**config.mk**
```make
export PLATFORM = sky130hd
export DESIGN_NAME = wb_port_arbiter
export DESIGN_NICKNAME = d
export VERILOG_FILES = /design/src/rtl/wb_pkg.sv /design/src/rtl/mux_5bit.sv /design/src/rtl/wb_port_arbiter.sv
export SDC_FILE = /design/constraint.sdc
export NUM_CORES = 1
export LEC_CHECK = 0
export BUFFER_PORTS_ARGS = -buffer_cell sky130_fd_sc_hd__buf_4
export CAP_MARGIN = 20
export CORE_ASPECT_RATIO = 1.75
export CORE_UTILIZATION = 40
export DETAILED_ROUTE_END_ITERATION = 12
export PLACE_DENSITY = 0.85
export SETUP_SLACK_MARGIN = 0.5
export SKIP_CTS_REPAIR_TIMING = 1
export SKIP_LAST_GASP = 1
export SYNTH_ARGS = -nofsm -noshare
export SYNTH_HDL_FRONTEND = slang
export SYNTH_SLANG_ARGS = --single-unit
```
**constraint.sdc**
```tcl
create_clock -name clk -period 5.3 [get_ports clk]
set_input_delay 0.265 -clock clk [delete_from_list [all_inputs] [get_ports clk]]
set_output_delay 0.265 -clock clk [all_outputs]
set_load 0.01 [all_outputs]
```
**src/rtl/wb_pkg.sv**
```systemverilog
// Shared definitions for the register-file writeback arbiter: widths, the
// hard-wired zero register and the arbitration state encoding.
package wb_pkg;

    localparam int ADDR_W = 5;
    localparam int DATA_W = 64;

    localparam logic [4:0] REG_ZERO = 5'd0;

    typedef enum logic [1:0] {
        PRI_A  = 2'd0,
        PRI_B  = 2'd1,
        LOCK_B = 2'd2
    } arb_state_t;

endpackage

```
**src/rtl/mux_5bit.sv**
```systemverilog
// Two-way 5-bit select used on the register destination address path.
module mux_5bit (
    input  logic [4:0] a,
    input  logic [4:0] b,
    input  logic       ctrl,
    output logic [4:0] y
);

    assign y = ctrl ? a : b;

endmodule

```
**src/rtl/wb_port_arbiter.sv**
```systemverilog
// Per-cycle arbiter sharing the single register-file write port between the
// ALU pipe (A) and the mul/div unit (B), including B's 2-beat HI/LO bursts.
module wb_port_arbiter #(
    parameter int DATA_W = 64,
    parameter int ADDR_W = 5
) (
    input  logic              clk,
    input  logic              rst,
    input  logic              a_valid,
    output logic              a_ready,
    input  logic [ADDR_W-1:0] a_waddr,
    input  logic [DATA_W-1:0] a_wdata,
    input  logic              b_valid,
    output logic              b_ready,
    input  logic              b_last,
    input  logic [ADDR_W-1:0] b_waddr,
    input  logic [DATA_W-1:0] b_wdata,
    output logic              mux_sel,
    output logic              rf_we,
    output logic [ADDR_W-1:0] rf_waddr,
    output logic [DATA_W-1:0] rf_wdata,
    output logic              b_locked
);

    import wb_pkg::*;

    // Handshake: a beat transfers in the cycle its valid and ready are both
    // high; ready is only raised for the single winning source with valid set.
    arb_state_t        state;
    arb_state_t        state_next;
    logic              grant_a;
    logic              grant_b;
    logic [ADDR_W-1:0] sel_waddr;
    logic [DATA_W-1:0] sel_wdata;

    always_ff @(posedge clk or posedge rst) begin
        if (rst) begin
            state <= PRI_A;
        end else begin
            state <= state_next;
        end
    end

    always_comb begin
        grant_a    = 1'b0;
        grant_b    = 1'b0;
        state_next = state;
        if (!rst) begin
            unique case (state)
                PRI_A: begin
                    if (a_valid) begin
                        grant_a    = 1'b1;
                        state_next = PRI_B;
                    end else if (b_valid) begin
                        grant_b    = 1'b1;
                        state_next = b_last ? PRI_A : LOCK_B;
                    end
                end
                PRI_B: begin
                    if (b_valid) begin
                        grant_b    = 1'b1;
                        state_next = b_last ? PRI_A : LOCK_B;
                    end else if (a_valid) begin
                        grant_a    = 1'b1;
                        state_next = PRI_B;
                    end
                end
                LOCK_B: begin
                    // A stays blocked until the burst's final beat is taken.
                    if (b_valid) begin
                        grant_b    = 1'b1;
                        state_next = b_last ? PRI_A : LOCK_B;
                    end
                end
                default: state_next = PRI_A;
            endcase
        end
    end

    assign a_ready = grant_a;
    assign b_ready = grant_b;

    mux_5bit u_addr_mux (
        .a    (a_waddr),
        .b    (b_waddr),
        .ctrl (grant_a),
        .y    (sel_waddr)
    );

    assign sel_wdata = grant_a ? a_wdata : b_wdata;

    // Writes to the zero register are consumed but never reach the file.
    always_ff @(posedge clk or posedge rst) begin
        if (rst) begin
            rf_we    <= 1'b0;
            rf_waddr <= '0;
            rf_wdata <= '0;
            mux_sel  <= 1'b1;
        end else begin
            rf_we <= (grant_a | grant_b) && (sel_waddr != ADDR_W'(REG_ZERO));
            if (grant_a | grant_b) begin
                rf_waddr <= sel_waddr;
                rf_wdata <= sel_wdata;
                mux_sel  <= grant_a;
            end
        end
    end

    assign b_locked = (state == LOCK_B);

endmodule

```
### After elaboration in Yosys (flattened, before gate mapping)

Index checks and enable logic that the tools add are counted.

| storage, ports and cells | value |
|---|---|
| flip-flop bits (word level) | 73 |
| bits of input ports | 143 |
| output and inout bits | 74 |
| logic and storage cells | 31 |

| cells by class | value |
|---|---|
| equal/unequal tests | 3 |
| muxes and demuxes | 16 |
| bitwise gates (word level) | 2 |
| reductions and logical operators | 5 |

Operator list:

| cell | count |
|---|---|
| $mux W64 | 1 |
| $mux W2 | 5 |
| $mux W1 | 6 |
| $pmux W2 S3 | 1 |
| $mux W5 | 1 |
| $reduce_bool A5 Y1 | 1 |
| $pmux W1 S2 | 2 |
| $ne A3 B3 Y1 const B | 1 |
| $eq A2 B1 Y1 const B | 1 |
| $eq A2 B2 Y1 const B | 1 |
| $logic_not A2 Y1 | 1 |
| $reduce_and A2 Y1 | 1 |
| $reduce_or A2 Y1 | 1 |
| $logic_and A1 B1 Y1 | 1 |
| $not A1 Y1 | 1 |
| $or A1 B1 Y1 | 1 |

### Depth between registers and ports, before layout

| depth | value |
|---|---|
| depth after elaboration | 7 |
| gate-level depth with buffers | 8 |
| gate-level depth less buffers | 6 |

### Cells and area by module

From an unflattened synthesis, not the netlist that was laid out.

| unflattened totals | value |
|---|---|
| cells, all modules | 293 |
| area, all modules | 3791.1 sq um |

Modules (own cells, without submodules):

| module | instances | cells each | area an instance (sq um) | sequential area each (sq um) |
|---|---|---|---|---|
| wb_port_arbiter | 1 | 288 | 3734.8 | 1828.0 |
| mux_5bit | 1 | 5 | 56.3 | 0.0 |

### Worst setup path after synthesis

OpenSTA, ideal clock, no wires.

| timing | value |
|---|---|
| path kind | input to output |
| from | input port rst |
| to | output port a_ready |
| arrival time | 2768 ps |
| required time | 5035 ps |
| setup slack | 2267 ps |
| stages on the path | 5 |
| path buffers | 2 |
| cell sequence | inv_1 o211ai_2 buf_2 buf_4 inv_1 |

| on the way | value |
|---|---|
| cells in the longest elaborated chain, start to end | 1 |

RTL lines:

| what | RTL line | source |
|---|---|---|
| from (decl) | wb_port_arbiter.sv:8 | `input logic rst,` |
| $mux W1 | wb_port_arbiter.sv:48 | `if (!rst) begin` |
| to (decl) | wb_port_arbiter.sv:10 | `output logic a_ready,` |

No other way between the ends.

### Worst setup path after layout

| timing | value |
|---|---|
| from | register state[0] |
| to | output port b_ready |

| on the way | value |
|---|---|
| cells in the longest elaborated chain, start to end | 4 |
| elaborated cells on any way between the ends | 6 |
| classes of those cells | 2 x eq/ne; 2 x mux; 2 x reduce/logical |

RTL lines:

| what | RTL line | source |
|---|---|---|
| from (decl) | wb_port_arbiter.sv:29 | `arb_state_t state;` |
| from (signal assigned) | wb_port_arbiter.sv:40 | `state <= state_next;` |
| $eq A2 B2 Y1 / $eq A2 B1 Y1 (equally long branches) | wb_port_arbiter.sv:49 | `unique case (state)` |
| $reduce_or A2 Y1 (no source line) | - |  |
| $pmux W1 S2 (*) | wb_port_arbiter.sv:49 |  |
| $mux W1 (*) | wb_port_arbiter.sv:48 |  |
| to (decl) | wb_port_arbiter.sv:14 | `output logic b_ready,` |

Every way passes the cells marked *; elsewhere a longest branch is shown, timed or not.

==> summary.txt <==
Iteration-0 DRC Markers - 150
Worst slack at placement - 2.31 ns
Worst setup EP type - output port
Syn. warnings - 0
CTS tree - yes
Cell area after synthesis - 3800 um^2
Core area - 9150 um^2
Sw Share - 34.3%
Flop pwr share - 30.7%
HP Start - a_wdata[49]
RSZ-0062 raised after global routing - no
Status - finished, final reports clean
Flop-to-flop setup slack - 2.33 ns
CTS Sinks - 73
Slew margin rel. - 30.7%
Comb power frac - 47.0%
WP data required - 5.04 ns
Reg clk slew, reported paths - 0.06 ns
Fin. Hold Viols - 0
Pleak - 2.64 nW
H-tree depth - 3
Hold endpoint - rf_wdata[49]
Setup-failing EPs final - 0
Worst-case reg-to-reg path depth - 7
Multi-input logic area - 1740 um^2
Die ar. - 9910 um^2
PD cells - 565 nW/um^2
Switching power - 1.12 mW
Initial antenna violation count - 0
Seq/Total Area, Yosys - 48.1%
Worst-Skew Late Latency - 0.33 ns
Die Y - 131 um
Total CTS buffers - 9
First-pass GRT wire length - 15.0 mm
GRT Util Overall - 20.3%
Fillers - 727
Hold Crit Class - input port to flip-flop
Routed wire per std cell - 15.6 um
Row count - 46
CP Max Fanout - 32
DR vias/cell - 4.86
Die X - 75.7 um
HPWL Detailed - 7.64 mm
Leading post-synthesis cells by cell area - dfrtp_1 (47%), mux2i_1 (18%), a21oi_2 (15%), nor2_1 (7.0%), buf_12 (3.7%)
Antenna cell count - 0
Post-synth top area share - 47.4%
WHS Path Cells - 3
Worst Max-Slew Pin Slew - 1.04 ns
Final period util - 61.0%
Synth area leader - dfrtp_1
Cell Int Power - 2.14 mW
Root Buffer - clkbuf_16
IO buf count - 216
Final worst slack - 2.07 ns
Via Count - 3237
Critical path type - flip-flop to output port
Share of layout cells above drive strength 1 - 56.2%
DRC errors left - 0
Antenna viol nets, final - 0
Worst Setup Start Kind - flip-flop
Fmax - 0.309 GHz
Final min period - 3.23 ns
Area grow syn2layout - 52.0%
Setup TNS - 0 ns
Final Max Tran Viols - 0
Post-Syn Nets - 479
Layout Skew - 0.00652 ns
Register area - 1830 um^2
Clock power frac - 22.3%
#FFs+latches synth - 73
Critical path arrival - 2.97 ns
IO Count - 217
Max IR drop VDD - 0.289 mV
Finished Layout Cells - 666
Reg2reg start - state[0]
Placed Cells - 650
Initial core utilization - 41.5%
Total grt overflow - 0
CTS Buffer Depth - 2
Nets@finish - 688
Syn Area/Cell - 11.4 um^2
Final Util - 63.1%
Yosys cell types - 24
Vias in the first global route - 3292
RePlAce Congestion - 0.761
Total iterations of the first detailed-routing run - 4
Reg2reg end - rf_wdata[35]
Post-detailed-routing wire length - 10.4 mm
Max cap viols - 0
Gate Count Post-Synth - 332
Largest net degree at the start of global routing - 94
-- metal layers --
layer	share of wire, %	vias up	track usage [%]
met3	5.0	20	3.91
met2	56	126	37.7
met5	0	-	0
li1	-	1560	-
met1	36	1531	21.1
met4	2.7	0	9.69
-- layout by cell type (no fill, tap or decap), drive strengths merged, types with 2 or more instances in the layout --
cell type,count
o21ai,2
nand2b,2
clkbuf,10
o211ai,2
mux2i,69
clkinv,3
bufinv,4
ha,4
nor2,71
inv,6
buf,221
dfrtp,72
or4,2
a21oi,71
-- cell type report --
cell class / count / share of cell area, %
clock inverter: 6 / 2.25
tap: 120 / 2.60
sequential: 73 / 31.7
clock buffer: 10 / 3.96
timing repair buffer: 221 / 28.9
inverter: 7 / 0.477
multi-input combinational: 229 / 30.1
-- kinds of logic (layout without fill, tap and decap cells) --
| group | after synthesis | after routing | share of synthesized area, % |
|---|---|---|---|
| flip-flops | 73 | 73 | 48.1 |
| AO/OA/AOI/OAI | 80 | 80 | 17.9 |
| adder cells (fa/ha/maj) | 4 | 4 | 1.32 |
| AND/OR/NAND/NOR | 76 | 76 | 7.90 |
| buffers and inverters | 30 | 244 | 6.55 |
| multiplexers | 69 | 69 | 18.2 |
-- cell usage after synthesis --
cell type  count
nand2b_1       2
nor2b_1        1
o22ai_1        1
nor2_1        71
o21ai_0        2
buf_4          2
o211ai_1       1
dfstp_2        1
a211oi_2       1
ha_1           4
clkbuf_1       7
a221o_1        1
inv_1          7
o31a_1         1
o211ai_2       1
mux2i_1       69
or4_1          2
a21oi_1        4
buf_2          6
a21oi_2       67
buf_12         7
a22oi_1        1
buf_6          1
dfrtp_1       72
-- sequential cells by signal, indices dropped and copies added (netlist names) --
register / cells
rf_we: 1
rf_wdata: 64
mux_sel: 1
state: 2
rf_waddr: 5
-- power by group through the flow --
| stage | registers, mW | clock network (mW) | logic (mW) |
|---|---|---|---|
| after global routing | 1.04 | 0.768 | 1.65 |
| after detailed placement | 1.01 | 0 | 1.54 |
| after CTS | 1.00 | 0.746 | 1.55 |
| after global placement | 0.994 | 0 | 1.48 |
| final | 1.00 | 0.728 | 1.53 |
| after floorplan | 1.12 | 0 | 0.800 |
-- through the flow --
step | hold WS [ns] | instance area (um^2) | power [mW]
finish | 0.178 | 5780 | 3.26
global route | 0.166 | 5780 | 3.45
CTS | 0.164 | 5780 | 3.29
detailed placement | 0.480 | 5420 | 2.55
global placement | 0.475 | 5420 | 2.48
floorplan | 0.417 | 3800 | 1.92
-- worst max-delay path, cell delays in order (launching register included) --
cell and delay [ns]:
dfrtp_1 0.40, inv_1 0.11, ha_1 0.25, nand2b_1 0.14, a211oi_4 0.90, buf_4 0.60, buf_4 0.22
-- worst max-delay path by stage --
| stage | startpoint | end | depth (start not counted) | slack (ns) |
|---|---|---|---|---|
| 2_1_floorplan | rst | a_ready | 5 | 2.27 |
| 3_3_place_gp | state[0] | rf_wdata[35] | 7 | 2.45 |
| 3_5_place_dp | state[0] | rf_wdata[35] | 7 | 2.31 |
| 4_1_cts | state[0] | b_ready | 6 | 2.01 |
| 5_1_grt | state[1] | b_ready | 6 | 1.88 |
| 6_report | state[0] | b_ready | 6 | 2.07 |
(Power assumes the default switching activity.)
